$ cat src/rtl/morse_pkg.sv
// Shared Morse timing constants and receiver state encoding.
// All durations are expressed in units of one dot length.
package morse_pkg;
    localparam logic DOT  = 1'b0;
    localparam logic DASH = 1'b1;

    localparam int DASH_UNITS       = 2;
    localparam int LETTER_GAP_UNITS = 2;
    localparam int WORD_GAP_UNITS   = 5;
    localparam int MAX_ELEMS_DEF    = 5;

    typedef enum logic [1:0] {
        ST_IDLE      = 2'd0,
        ST_MARK      = 2'd1,
        ST_SPACE     = 2'd2,
        ST_WAIT_WORD = 2'd3
    } state_t;

    function automatic int dur_width(input int unit_ticks);
        return $clog2(WORD_GAP_UNITS * unit_ticks + 1);
    endfunction
endpackage

$ cat src/rtl/morse_dur_counter.sv
// Saturating duration counter; cleared by clr, otherwise +1 per cycle up to a word gap.
// Latency: count reflects clr one cycle later; no backpressure.
module morse_dur_counter
    import morse_pkg::*;
#(
    parameter int UNIT_TICKS = 16,
    parameter int CW         = dur_width(UNIT_TICKS)
) (
    input  logic          clk,
    input  logic          rst_n,
    input  logic          clr,
    output logic [CW-1:0] cnt
);
    localparam logic [CW-1:0] CNT_MAX = CW'(WORD_GAP_UNITS * UNIT_TICKS);

    logic [CW-1:0] cnt_q, cnt_d;

    always_comb begin
        if (clr) begin
            cnt_d = '0;
        end else if (cnt_q == CNT_MAX) begin
            cnt_d = cnt_q;
        end else begin
            cnt_d = cnt_q + CW'(1);
        end
    end

    always_ff @(posedge clk) begin
        if (!rst_n) begin
            cnt_q <= '0;
        end else begin
            cnt_q <= cnt_d;
        end
    end

    assign cnt = cnt_q;
endmodule

$ cat src/rtl/morse_receiver.sv
// Morse line decoder: one code per letter, error pulse on overlong letters, word-gap pulse.
// Latency: 2-cycle synchroniser, pulses 1 cycle after a gap threshold; no backpressure.
module morse_receiver
    import morse_pkg::*;
#(
    parameter int UNIT_TICKS = 16,
    parameter int MAX_ELEMS  = MAX_ELEMS_DEF
) (
    input  logic                           CLK,
    input  logic                           RST,
    input  logic                           key_in,
    output logic                           sym_valid,
    output logic [MAX_ELEMS-1:0]           sym_bits,
    output logic [$clog2(MAX_ELEMS+1)-1:0] sym_len,
    output logic                           sym_err,
    output logic                           word_gap
);
    localparam int CW = dur_width(UNIT_TICKS);
    localparam int LW = $clog2(MAX_ELEMS + 1);
    // dur reads length-1 on the cycle a level is judged, hence the -1 on each threshold.
    localparam logic [CW-1:0] DASH_LAST   = CW'(DASH_UNITS * UNIT_TICKS - 1);
    localparam logic [CW-1:0] LETTER_LAST = CW'(LETTER_GAP_UNITS * UNIT_TICKS - 1);
    localparam logic [CW-1:0] WORD_LAST   = CW'(WORD_GAP_UNITS * UNIT_TICKS - 1);
    localparam logic [LW-1:0] ELEMS_FULL  = LW'(MAX_ELEMS);

    logic                 key_m_q, key_m_d, key_s_q, key_s_d, key_p_q, key_p_d;
    logic [CW-1:0]        dur;
    state_t               state_q, state_d;
    logic [MAX_ELEMS-1:0] elems_q, elems_d;
    logic [LW-1:0]        elem_cnt_q, elem_cnt_d;
    logic                 ovf_q, ovf_d;
    logic                 sym_valid_q, sym_valid_d;
    logic                 sym_err_q, sym_err_d;
    logic                 word_gap_q, word_gap_d;
    logic [MAX_ELEMS-1:0] sym_bits_q, sym_bits_d;
    logic [LW-1:0]        sym_len_q, sym_len_d;

    morse_dur_counter #(
        .UNIT_TICKS(UNIT_TICKS),
        .CW        (CW)
    ) u_dur (
        .clk  (CLK),
        .rst_n(RST),
        .clr  (key_s_q ^ key_p_q),
        .cnt  (dur)
    );

    always_comb begin
        key_m_d     = key_in;
        key_s_d     = key_m_q;
        key_p_d     = key_s_q;
        state_d     = state_q;
        elems_d     = elems_q;
        elem_cnt_d  = elem_cnt_q;
        ovf_d       = ovf_q;
        sym_valid_d = 1'b0;
        sym_err_d   = 1'b0;
        word_gap_d  = 1'b0;
        sym_bits_d  = sym_bits_q;
        sym_len_d   = sym_len_q;

        case (state_q)
            ST_IDLE: begin
                if (key_s_q) begin
                    state_d    = ST_MARK;
                    elems_d    = '0;
                    elem_cnt_d = '0;
                    ovf_d      = 1'b0;
                end
            end
            ST_MARK: begin
                if (!key_s_q) begin
                    if (elem_cnt_q == ELEMS_FULL) begin
                        ovf_d = 1'b1;
                    end else begin
                        for (int i = 0; i < MAX_ELEMS; i++) begin
                            if (elem_cnt_q == LW'(i)) begin
                                elems_d[i] = (dur >= DASH_LAST) ? DASH : DOT;
                            end
                        end
                        elem_cnt_d = elem_cnt_q + LW'(1);
                    end
                    state_d = ST_SPACE;
                end
            end
            ST_SPACE: begin
                // Threshold is tested before key_s so a coincident mark cannot extend the letter.
                if (dur >= LETTER_LAST) begin
                    if (ovf_q) begin
                        sym_err_d = 1'b1;
                    end else begin
                        sym_valid_d = 1'b1;
                        sym_bits_d  = elems_q;
                        sym_len_d   = elem_cnt_q;
                    end
                    elems_d    = '0;
                    elem_cnt_d = '0;
                    ovf_d      = 1'b0;
                    state_d    = ST_WAIT_WORD;
                end else if (key_s_q) begin
                    state_d = ST_MARK;
                end
            end
            ST_WAIT_WORD: begin
                if (dur >= WORD_LAST) begin
                    word_gap_d = 1'b1;
                    state_d    = ST_IDLE;
                end else if (key_s_q) begin
                    state_d = ST_MARK;
                end
            end
            default: state_d = ST_IDLE;
        endcase
    end

    always_ff @(posedge CLK) begin
        if (!RST) begin
            key_m_q     <= 1'b0;
            key_s_q     <= 1'b0;
            key_p_q     <= 1'b0;
            state_q     <= ST_IDLE;
            elems_q     <= '0;
            elem_cnt_q  <= '0;
            ovf_q       <= 1'b0;
            sym_valid_q <= 1'b0;
            sym_err_q   <= 1'b0;
            word_gap_q  <= 1'b0;
            sym_bits_q  <= '0;
            sym_len_q   <= '0;
        end else begin
            key_m_q     <= key_m_d;
            key_s_q     <= key_s_d;
            key_p_q     <= key_p_d;
            state_q     <= state_d;
            elems_q     <= elems_d;
            elem_cnt_q  <= elem_cnt_d;
            ovf_q       <= ovf_d;
            sym_valid_q <= sym_valid_d;
            sym_err_q   <= sym_err_d;
            word_gap_q  <= word_gap_d;
            sym_bits_q  <= sym_bits_d;
            sym_len_q   <= sym_len_d;
        end
    end

    assign sym_valid = sym_valid_q;
    assign sym_err   = sym_err_q;
    assign word_gap  = word_gap_q;
    assign sym_bits  = sym_bits_q;
    assign sym_len   = sym_len_q;
endmodule

$ cat config.mk
export PLATFORM = sky130hd
export DESIGN_NAME = morse_receiver
export DESIGN_NICKNAME = d
export VERILOG_FILES = /design/src/rtl/morse_pkg.sv /design/src/rtl/morse_dur_counter.sv /design/src/rtl/morse_receiver.sv
export SDC_FILE = /design/constraint.sdc
export NUM_CORES = 1
export LEC_CHECK = 0
export ABC_AREA = 1
export BUFFER_PORTS_ARGS = -buffer_cell sky130_fd_sc_hd__buf_2
export CAP_MARGIN = 20
export CORE_MARGIN = 4
export CORE_UTILIZATION = 55
export DETAILED_ROUTE_END_ITERATION = 6
export PLACE_DENSITY = 0.83
export SYNTH_ARGS = -nofsm -noshare
export SYNTH_HDL_FRONTEND = slang
export SYNTH_HIERARCHICAL = 1
export SYNTH_SLANG_ARGS = --single-unit
export TNS_END_PERCENT = 100
$ cat constraint.sdc
create_clock -name CLK -period 2.7 [get_ports CLK]
set_clock_uncertainty 0.15 [all_clocks]
set_input_delay 0.54 -clock CLK [delete_from_list [all_inputs] [get_ports CLK]]
set_output_delay 0.54 -clock CLK [all_outputs]
set_load 0.02 [all_outputs]
* Yosys cells after proc, flatten, opt, wreduce, memory -nomap -nowiden *
Cells that the tools add are included.
Widths: inputs -> output; s select.

operators by class
  add/subtract/negate cells = 2
  order comparisons = 2
  eq/ne operators = 19
  muxes and demuxes = 29
  bitwise operators = 3
  reductions and logical operators = 14

operators with widths
  cell                 count
  $reduce_and 6->1     5
  $mux 5               4
  $ne 2x2->1 const B   10
  $pmux 5 s3           1
  $mux 1               13
  $mux 3               4
  $reduce_and 5->1     2
  $pmux 3 s3           1
  $mux 2               4
  $pmux 2 s4           1
  $add 7x1->7 const B  1
  $eq 7x7->1 const B   1
  $ge 7x5->1 const B   1
  $ge 7x7->1 const B   1
  $eq 3x2->1 const B   2
  $eq 3x3->1 const B   2
  $reduce_and 3->1     2
  $eq 2x2->1 const B   2
  $add 3x1->3 const B  1
  $eq 3x1->1 const B   1
  $logic_not 3->1      1
  $pmux 1 s3           1
  $reduce_bool 3->1    1
  $eq 2x1->1 const B   1
  other kinds (5)      6

storage, ports and cells
  flip-flop bits (word level) = 32
  input bits = 3
  output and inout port bits = 11
  word-level logic and storage cells = 86

* Logic depth before layout (Yosys ltp) *
Gate-level depths: netlist of the first run.

  depth in word-level cells = 6
  depth in mapped cells = 10
  mapped depth without buffers = 10

* By module *
Netlist of the first run, hierarchy kept.

by module, submodules not included
  module             times used  cells an instance  area each (um^2)
  morse_receiver     1           178                1272.5
  morse_dur_counter  1           53                 379.1

* Worst setup path after synthesis of the first run *
No wires, ideal clock.

  path kind = register to register
  start = register u_dur.cnt_q[3], in the netlist u_dur/cnt[3]
  end = register sym_len_q[0], in the netlist sym_len[0]
  arrival time = 1.200 ns
  data required time = 2.478 ns
  path slack = 1.278 ns
  cell stages (with the launch flop) = 9
  buffers on the path = 0
  cell sequence = dfxtp_1 -> nand2_1 -> nor2_1 -> nand2_1 -> nand2_2 -> nand3_4 -> clkinv_4 -> nand2_1 -> a21oi_1

between the ends
  word-level cells in the longest chain between the ends = 2

ends and longest elaborated chain
  what                               line                     RTL
  start: declaration                 morse_dur_counter.sv:16  logic [CW-1:0] cnt_q, cnt_d;
  start signal: assignment           morse_dur_counter.sv:32  cnt_q <= cnt_d;
  $ge 7x5->1                         morse_receiver.sv:88     if (dur >= LETTER_LAST) begin
  $reduce_and 3->1 (no source line)  --
  end signal: assignment             morse_receiver.sv:142    sym_len_q <= sym_len_d;
  end: declaration                   morse_receiver.sv:36     logic [LW-1:0] sym_len_q, sym_len_d;

No other way between the ends.
A chain may end at the register's enable or synchronous reset.

* Final worst setup path of the first run *
  start = register u_dur.cnt_q[3], in the netlist u_dur/cnt[3]
  end = register sym_bits_q[3], in the netlist sym_bits[3]

between the ends
  word-level cells in the longest chain between the ends = 2

ends and longest elaborated chain
  what                               line                   RTL
  $ge 7x5->1                         morse_receiver.sv:88
  $reduce_and 3->1 (no source line)  --
  end signal: assignment             morse_receiver.sv:141  sym_bits_q <= sym_bits_d;
  end: declaration                   morse_receiver.sv:35   logic [MAX_ELEMS-1:0] sym_bits_q, sym_bits_d;

No other way between the ends.

==> run metrics, run 1 <==
Die Height 62.8 um; Multi-input gate area approximately 890 sq um; area leader, netlist dfxtp_1; main flop type after synthesis dfxtp_1; PostCTS Resize Cnt 0; global route total overflow 0; GPL Wtd Cong 0.831; row cnt 19; maximum vdd drop 347 uV; Syn Std Cell Area 0.00165 sq mm; Die ar. 0.00394 sq mm; sequential area share after synthesis 0.388; crit path capture type flop; ys async rst share 0; Sink Count 32; outcome complete, no violations; most used cell, CP nand2_1; CP bufs+invs 1; area growth from synthesis to layout 10.2%; startpoint types flop; worst setup path category flop to flop; routed wire length per instance around 11 um; HPWL Detailed around 2200 um; final period utilization 0.618; Layout Nets roughly 260; Post-DRT Antenna Nets 0; fillers 250; DRC viols 0; Top Family by Delay on Critical Path simple AND/OR/NAND/NOR gates; Worst slew margin 0.692; setup_tns 0 ns; Hold Crit Start key_in; ranking of synthesized cells by area dfxtp_1, nand2_1, nor2_1; Die X 62.8 um; CTS tree built; reg2reg setup slack slightly above 1 ns; register area 641 sq um; Worst R2R Path Depth 8; largest net degree at the start of global routing 15; Clock Tree Buf Depth 2; Static Leak approximately 0.00084 uW; DR vias ~1400; vias in the first global route roughly 1300; CTS Root Cell clkbuf_4; first-pass GRT wire length around 5700 um; WP data arrival 1.79 ns; core box area approximately 0.0028 sq mm; top post-synthesis cells by count nand2_1, nor2_1, dfxtp_1, inv_1, a21oi_1; total chip power 973 uW; max capacitance violation total 0; Setup Viol. Count Final 0; Slew Viols, Final 0; Ant. Diodes 0; reg2reg end sym_bits[3]$_SDFFE_PN0P_; Tmin final 1.67 ns; worst-path cell chain nand2_1, nor2_1, nand2_1, nand2_2, nand3_4, clkinv_4, nand2_1, a21oi_1; Hold WC Path Type input pin to flop; unrepaired setup endpoints after global routing false; Synth top area share 0.388; H-tree depth 2; Slowest-stage cell, CP dfxtp_1; Slew @ Worst Pin 0.461 ns; reg2reg start u_dur/cnt[3]$_SDFFE_PP0P_; unique cell type count in the Yosys netlist 26; hold endpoint key_m_q$_SDFF_PN0_; CP max FO 10; Setup Buffers After CTS 0; fraction of layout cells with a size suffix above 1 0.196; top-count cell post-synth nand2_1; GRT Total Usage 0.180; drt first pass iters 4; syn nets 241; Crit path largest cell delay 0.48 ns; post-synthesis register bit count 32; I/O pin count 14; WL final 3020 um; worst path required time 2.82 ns; Reg clk slew, reported paths 0.10 ns; initial detailed-routing violation count 84; EDFF count, synth 0; Port-buffer cells 13; vias per inst 4.96; pwr/cell area between 500 and 600 mW/mm^2; Max Fclk 0.599 GHz; synthesized area per cell 7.15 sq um; Syn Inst Count 231; initial antenna violation count 0; Initial Util 0.589; Clock Latency Late Sink ~0.34 ns; hold_buf cts 0; Hold Violations, Final 0; Hold Crit Depth 3; worst hold-check slack 0.229 ns; Synth Warn # 6; total CTS buffers 5
-- stage by stage --
stage | cells | worst slack (ns) | instance area (sq um) | util
6_report | 281 | 1.03 | 1820 | 0.649
5_1_grt | 281 | 0.834 | 1820 | 0.649
4_1_cts | 281 | 1.00 | 1820 | 0.649
3_5_place_dp | 273 | 1.03 | 1740 | 0.622
3_3_place_gp | 273 | 1.06 | 1740 | 0.622
2_1_floorplan | 231 | 1.28 | 1650 | -
-- metal layers --
metal | GRT usage | wire length (um)
met4 | 0.0799 | 59
met1 | 0.228 | 1560
met2 | 0.272 | 1270
met5 | 0 | 0
met3 | 0.0683 | 129
-- worst register-to-register path, stage by stage, from the launching register on --
cell,delay [ns]
dfxtp_1,0.48
nand2_1,0.08
nor2_1,0.14
nand2_1,0.13
nand2_2,0.15
nand3_4,0.16
clkinv_4,0.12
nand2_1,0.05
a21oi_1,0.13
-- where the power goes --
group / total [uW] / internal (uW) / switching (uW)
clock network: 358 / 194 / 164
logic: 109 / 38.1 / 70.5
registers: 507 / 489 / 17.4
total: 973 / 721 / 252
-- final cells by class --
cell class	count	area share
repair buffers	13	0.0357
multi-input cells	170	0.491
well taps	31	0.0213
clock inverters	2	0.0192
flip-flops and latches	32	0.352
clock buffers	6	0.0227
inverters	27	0.0584
-- placed cells by master (no fill, tap or decap), types with 2 or more instances in the layout --
master | synthesis | final
inv_2 | 4 | 4
nand2_2 | 5 | 5
clkbuf_4 | 0 | 5
nand3_1 | 10 | 10
a21oi_1 | 12 | 12
nand2_1 | 71 | 71
xor2_1 | 2 | 2
ha_1 | 7 | 7
buf_2 | 0 | 13
nor3_1 | 2 | 2
inv_1 | 22 | 22
nor2_1 | 34 | 34
dfxtp_1 | 32 | 32
nand3_2 | 4 | 4
nor2_2 | 4 | 4
a21oi_2 | 4 | 4
nor2_4 | 3 | 3
o21ai_0 | 3 | 3
nand3_4 | 3 | 3
-- cell families after synthesis --
| kind of cell | count (synthesis) | synth area share |
|---|---|---|
| compound gates | 21 | 0.0742 |
| xor+xnor | 3 | 0.0159 |
| simple gates | 139 | 0.398 |
| buf+inv | 29 | 0.0712 |
| flops | 32 | 0.388 |
| fa+ha+maj | 7 | 0.0530 |
-- flip-flops by register name, summed over array words and instances (netlist names), 2 cells and up --
register,flops
elem_cnt_q,3
elems_q,5
state_q,2
sym_bits,5
sym_len,3
u_dur/cnt,7
-- how the worst max path moves through the flow --
stage / slack, ns / endpoint / cells after the start / start
6_report: 1.03 / sym_bits[3]$_SDFFE_PN0P_ / 8 / u_dur/cnt[3]$_SDFFE_PP0P_
2_1_floorplan: 1.28 / sym_len[0]$_SDFFE_PN0P_ / 8 / u_dur/cnt[3]$_SDFFE_PP0P_
3_3_place_gp: 1.06 / sym_len[1]$_SDFFE_PN0P_ / 8 / u_dur/cnt[3]$_SDFFE_PP0P_
4_1_cts: 1.00 / sym_bits[3]$_SDFFE_PN0P_ / 8 / u_dur/cnt[3]$_SDFFE_PP0P_
3_5_place_dp: 1.03 / sym_bits[3]$_SDFFE_PN0P_ / 8 / u_dur/cnt[3]$_SDFFE_PP0P_
5_1_grt: 0.83 / sym_bits[0]$_SDFFE_PN0P_ / 8 / u_dur/cnt[3]$_SDFFE_PP0P_
(Power assumes the default switching activity.)
==> run 2: changes to the inputs <==
--- a/config.mk
+++ b/config.mk
@@ -9,7 +9,7 @@
 export BUFFER_PORTS_ARGS = -buffer_cell sky130_fd_sc_hd__buf_2
 export CAP_MARGIN = 20
 export CORE_MARGIN = 4
-export CORE_UTILIZATION = 55
+export CORE_UTILIZATION = 52
 export DETAILED_ROUTE_END_ITERATION = 6
 export PLACE_DENSITY = 0.83
 export SYNTH_ARGS = -nofsm -noshare
==> constraint.sdc (replaced) <==
create_clock -name CLK -period 1.51 [get_ports CLK]
set_clock_uncertainty 0.15 [all_clocks]
set_input_delay 0.302 -clock CLK [delete_from_list [all_inputs] [get_ports CLK]]
set_output_delay 0.302 -clock CLK [all_outputs]
set_load 0.02 [all_outputs]
==> run 2 against run 1 <==
Net effect:
- routed wire length rose by 12%
- fmax up 15%
- non-clock buffer count up 11
- critical path depth stayed put
- total power rose by 70%
- sequential power grew 78%
- via count up 5.5%
- sequential cell count is the same
- clock-buffer cell count unchanged
==> run metrics, run 2 (synthesis gave the netlist of run 1 again) <==
worst setup path category flop to flop (unchanged); outcome complete, no violations (unchanged); first-pass GRT wire length 5550 um (was 5650 um); area growth from synthesis to layout 20.7% (was 10.2%); Hold WC Path Type input pin to flop (unchanged); flip-flop count of the largest register after layout 7 (unchanged); Final Core Density 0.653 (was 0.649); vias per inst 4.80 (was 4.96); GPL Wtd Cong 0.926 (was 0.831); routed wire length per instance 11.1 um (was 10.7 um); worst hold-check slack 0.154 ns (was 0.229 ns); CTS Root Cell clkbuf_4 (unchanged); met2 wire len 1620 um (was 1270 um); Worst slew margin 0.812 (was 0.692); max capacitance violation total 0 (unchanged); final period utilization 0.958 (was 0.618); Tmin final 1.45 ns (was 1.67 ns); Die X 64.4 um (was 62.8 um); Layout Nets 271 (was 259); HPWL Detailed 2350 um (was 2200 um); leading cell types in the layout, fill and taps excluded nand2_1, nor2_1, dfxtp_1 (unchanged); Port-buffer cells 13 (unchanged); CP max FO 8 (was 10); commonest non-fill, non-tap cell in the layout nand2_1 (unchanged); unrepaired setup endpoints after global routing true (was false); GRT Total Usage 0.168 (was 0.180); Die ar. 0.00414 sq mm (was 0.00394 sq mm); total CTS buffers 5 (unchanged); Int Pwr 1190 uW (was 721 uW); largest net degree at the start of global routing 12 (was 15); reg2reg setup slack 0.06 ns (was 1.03 ns); Highest Signal Layer met4 (unchanged); row cnt 20 (was 19); Post-DRT Antenna Nets 0 (unchanged); crit path capture type flop (unchanged); DR vias 1470 (was 1393); WL final 3390 um (was 3020 um); drt first pass iters 4 (unchanged); Placed Cells 292 (was 273); DRC viols 0 (unchanged); Static Leak 0.000907 uW (was 0.000839 uW); Slew Viols, Final 0 (unchanged); met3 routed WL 110 um (was 129 um); initial antenna violation count 0 (unchanged); Comb power frac 0.143 (was 0.111); post-route cell area 0.00199 sq mm (was 0.00182 sq mm); Sink Count 32 (unchanged); Clock Latency Late Sink 0.33 ns (was 0.34 ns); initial detailed-routing violation count 88 (was 84); Sw Share 0.279 (was 0.259); H-tree depth 2 (unchanged); WP data arrival 1.56 ns (was 1.79 ns); pwr/cell area 830 mW/mm^2 (was 535 mW/mm^2); Layout Cells excl Fill 306 (was 281); fraction of layout cells with a size suffix above 1 0.294 (was 0.196); maximum vdd drop 386 uV (was 347 uV); net switching power 461 uW (was 252 uW); Setup Viol. Count Final 0 (unchanged); global route total overflow 0 (unchanged); Die Height 64.4 um (was 62.8 um); worst path required time 1.63 ns (was 2.82 ns); Max Fclk 0.691 GHz (was 0.599 GHz); startpoint types flop (unchanged); wl on met1 1590 um (was 1560 um); total chip power 1650 uW (was 973 uW); Clock Tree Buf Depth 2 (unchanged); core box area 0.00305 sq mm (was 0.00281 sq mm); Slew @ Worst Pin 0.281 ns (was 0.461 ns); Seq pwr share 0.545 (was 0.520); I/O pin count 14 (unchanged); Reg clk slew, reported paths 0.10 ns (about the same); CTS tree built (unchanged); DP Area 0.00182 sq mm (was 0.00174 sq mm); Initial Util 0.541 (was 0.589); clock network fraction of total power 0.312 (was 0.368); Hold Violations, Final 0 (unchanged); Ant. Diodes 0 (unchanged); vias in the first global route 1304 (was 1263)
-- run 2: layout make-up --
class / count / area (sq um)
Inverter: 27 / 106
Clock inverter: 2 / 10.0
Multi-Input combinational cell: 171 / 940
Tap cell: 44 / 55.1
Fill cell: 269 / 1060
Timing Repair Buffer: 24 / 175
Clock buffer: 6 / 51.3
Sequential cell: 32 / 656
-- run 2: repair_timing --
item	CTS	global route
resized for setup	2	21
hold buffers	1	0
setup buffers	1	3
endpoints found under the setup margin	8	19
pin swaps	1	4
gates cloned	0	1
hold endpoints to repair	1	0
-- run 2: final timing paths --
path | depth (start not counted) | startpoint | to
setup / recovery | 8 | u_dur/cnt[0]$_SDFFE_PP0P_ | sym_len[0]$_SDFFE_PN0P_
hold / removal | 5 | RST | u_dur/cnt[1]$_SDFFE_PP0P_
setup reg to reg | 8 | u_dur/cnt[0]$_SDFFE_PP0P_ | sym_len[0]$_SDFFE_PN0P_
hold reg to reg | 2 | key_m_q$_SDFF_PN0_ | key_p_d$_SDFF_PN0_
-- run 2: metrics by stage --
step	setup WS [ns]	TNS, ns
after global routing	-0.0277	-0.168
after floorplan	0.0884	0
after CTS	0.00239	0
after global placement	0.00890	0
after detailed placement	-0.0309	-0.122
final	0.0638	0
-- run 2: power by group through the flow --
stage	Combinational (uW)	Sequential [uW]	Clock, uW
detailed placement	210	920	0
CTS	213	902	525
finish	237	903	516
global route	274	908	559
global placement	205	918	0
floorplan	161	918	0
-- run 2: worst max-delay path: stages, from the launching register on --
cell      delay [ns]
dfxtp_4         0.36
nand2_1         0.07
nor2_2          0.17
nand2_2         0.12
nand2_4         0.12
nand3_4         0.11
clkinv_4        0.10
nand2_1         0.07
a21oi_1         0.11
-- run 2: per-layer routing --
layer	track usage	vias to the layer above
li1	-	776
met1	0.203	659
met2	0.286	30
met3	0.0369	5
met4	0.0712	0
met5	0	-
==> run 3: changes to the inputs <==
--- a/config.mk
+++ b/config.mk
@@ -9,9 +9,9 @@
 export BUFFER_PORTS_ARGS = -buffer_cell sky130_fd_sc_hd__buf_2
 export CAP_MARGIN = 20
 export CORE_MARGIN = 4
-export CORE_UTILIZATION = 52
+export CORE_UTILIZATION = 40
 export DETAILED_ROUTE_END_ITERATION = 6
-export PLACE_DENSITY = 0.83
+export PLACE_DENSITY = 0.68
 export SYNTH_ARGS = -nofsm -noshare
 export SYNTH_HDL_FRONTEND = slang
 export SYNTH_HIERARCHICAL = 1
==> run 3 against run 2 <==
Net effect:
- hold slack lost 0.10 ns
- cell count grew 2.9%
- die area grew 26%
- largest power group unchanged
- critical path depth shrank 1
- critical endpoint is now ovf_q$_SDFFE_PN0P_
- final area grew 3.6%
==> run metrics, run 3 (synthesis gave the netlist of run 1 again) <==
Post-Place Setup Slack -0.00507 ns (was -0.0309 ns); Setup Viol. Count Final 0 (unchanged); final period utilization 0.956 (was 0.958); outcome complete, no violations (unchanged); vias per inst 4.59 (was 4.80); largest net degree at the start of global routing 12 (unchanged); fraction of layout cells with a size suffix above 1 0.321 (was 0.294); crit path capture type flop (unchanged); GRT Total Usage 0.131 (was 0.168); Seq pwr share 0.495 (was 0.545); CTS tree built (unchanged); Clock Latency Late Sink 0.28 ns (was 0.33 ns); Die ar. 0.00522 sq mm (was 0.00414 sq mm); fillers 375 (was 269); maximum vdd drop 364 uV (was 386 uV); pwr/cell area 883 mW/mm^2 (was 830 mW/mm^2); Die Height 72.3 um (was 64.4 um); leading cell types in the layout, fill and taps excluded nand2_1, nor2_1, dfxtp_1 (unchanged); startpoint types flop (unchanged); Hold Violations, Final 0 (unchanged); Clock Tree Buf Depth 2 (unchanged); WP data arrival 1.52 ns (was 1.56 ns); first-pass GRT wire length 5350 um (was 5550 um); Die X 72.3 um (was 64.4 um); Ant. Diodes 0 (unchanged); worst path required time 1.59 ns (was 1.63 ns); Tmin final 1.44 ns (was 1.45 ns); core box area 0.00400 sq mm (was 0.00305 sq mm); Hold WC Path Type input pin to flop (unchanged); WL final 3270 um (was 3390 um); flip-flop count of the largest register after layout 7 (unchanged); Sink Count 32 (unchanged); Comb power frac 0.139 (was 0.143); clock network fraction of total power 0.366 (was 0.312); max capacitance violation total 0 (unchanged); final worst slack 0.0662 ns (was 0.0638 ns); Sw Share 0.263 (was 0.279); initial detailed-routing violation count 64 (was 88); Port-buffer cells 13 (unchanged); Int Pwr 1340 uW (was 1190 uW); initial antenna violation count 0 (unchanged); I/O pin count 14 (unchanged); CTS Root Cell clkbuf_8 (was clkbuf_4); HPWL Detailed 2320 um (was 2350 um); drt first pass iters 4 (unchanged); total CTS buffers 5 (unchanged); DR vias 1445 (was 1470); H-tree depth 2 (unchanged); area growth from synthesis to layout 25.0% (was 20.7%); Slew Viols, Final 0 (unchanged); total chip power 1820 uW (was 1650 uW); Slew @ Worst Pin 0.265 ns (was 0.281 ns); GPL Wtd Cong 0.885 (was 0.926); CP max FO 8 (unchanged); routed wire length per instance 10.4 um (was 11.1 um); DRC viols 0 (unchanged); Placed Cells 302 (was 292); Layout Nets 274 (was 271); Max Fclk 0.693 GHz (was 0.691 GHz); vias in the first global route 1257 (was 1304); row cnt 23 (was 20); Hold Crit Depth 3 (was 5); Worst slew margin 0.822 (was 0.812); commonest non-fill, non-tap cell in the layout nand2_1 (unchanged); Post-DRT Antenna Nets 0 (unchanged); Reg clk slew, reported paths 0.07 ns (was 0.10 ns); Layout Cells excl Fill 315 (was 306); Static Leak 0.000931 uW (was 0.000907 uW); worst setup path category flop to flop (unchanged); net switching power 479 uW (was 461 uW); global route total overflow 0 (unchanged); Worst R2R Path Depth 7 (was 8); Initial Util 0.413 (was 0.541); setup_tns 0 ns (unchanged); unrepaired setup endpoints after global routing true (unchanged)
[run 3: metrics by stage]
stage	instance area [sq um]	utilization	hold slack [ns]
global placement	1860	0.464	0.245
finish	2060	0.516	0.0505
detailed placement	1860	0.464	0.246
global route	2060	0.516	0.0783
CTS	1950	0.487	0.0414
floorplan	1650	-	0.240
[run 3: critical path: stages (launching register included)]
cell,delay [ns]
dfxtp_2,0.38
inv_2,0.08
nor2_4,0.22
nand3_4,0.18
buf_4,0.17
nand2_1,0.05
nand2_1,0.05
a21oi_2,0.10
[run 3: layout make-up]
cell class                 instances  area (sq um)  share of cell area
inverter                          27           106              0.0515
sequential                        32           652               0.316
timing repair buffer              27           195              0.0945
tap                               50          62.6              0.0303
clock inverter                     2          10.0             0.00485
multi-input combinational        171           956               0.463
clock buffer                       6          82.6              0.0400
[run 3: worst paths after layout]
kind	slack, ns	to	startpoint
setup reg to reg	0.07	ovf_q$_SDFFE_PN0P_	state_q[1]$_SDFFE_PN0P_
hold reg to reg	0.26	key_p_d$_SDFF_PN0_	key_m_q$_SDFF_PN0_
hold / removal	0.05	key_m_q$_SDFF_PN0_	key_in
setup / recovery	0.07	ovf_q$_SDFFE_PN0P_	state_q[1]$_SDFFE_PN0P_
[run 3: what timing repair did]
item / 4_1_cts / 5_1_grt
endpoints found under the setup margin: 2 / 16
pin swaps: 0 / 8
gates resized for setup: 2 / 23
gates cloned: 0 / 1
hold buffers: 0 / 0
setup buffers: 0 / 4
[run 3: layer usage]
layer	track usage	vias up	routed length (um)	share of wire
met1	0.166	628	1630	0.50
li1	-	793	-	-
met5	0	-	0	0
met3	0.0374	5	123	0.038
met2	0.200	19	1430	0.44
met4	0.0710	0	87	0.027
[run 3: power by group through the flow]
stage	Clock [uW]	Sequential, uW	Combinational (uW)
2_1_floorplan	0	918	161
3_3_place_gp	0	915	218
3_5_place_dp	0	917	222
4_1_cts	696	898	224
5_1_grt	733	906	293
6_report	668	903	253
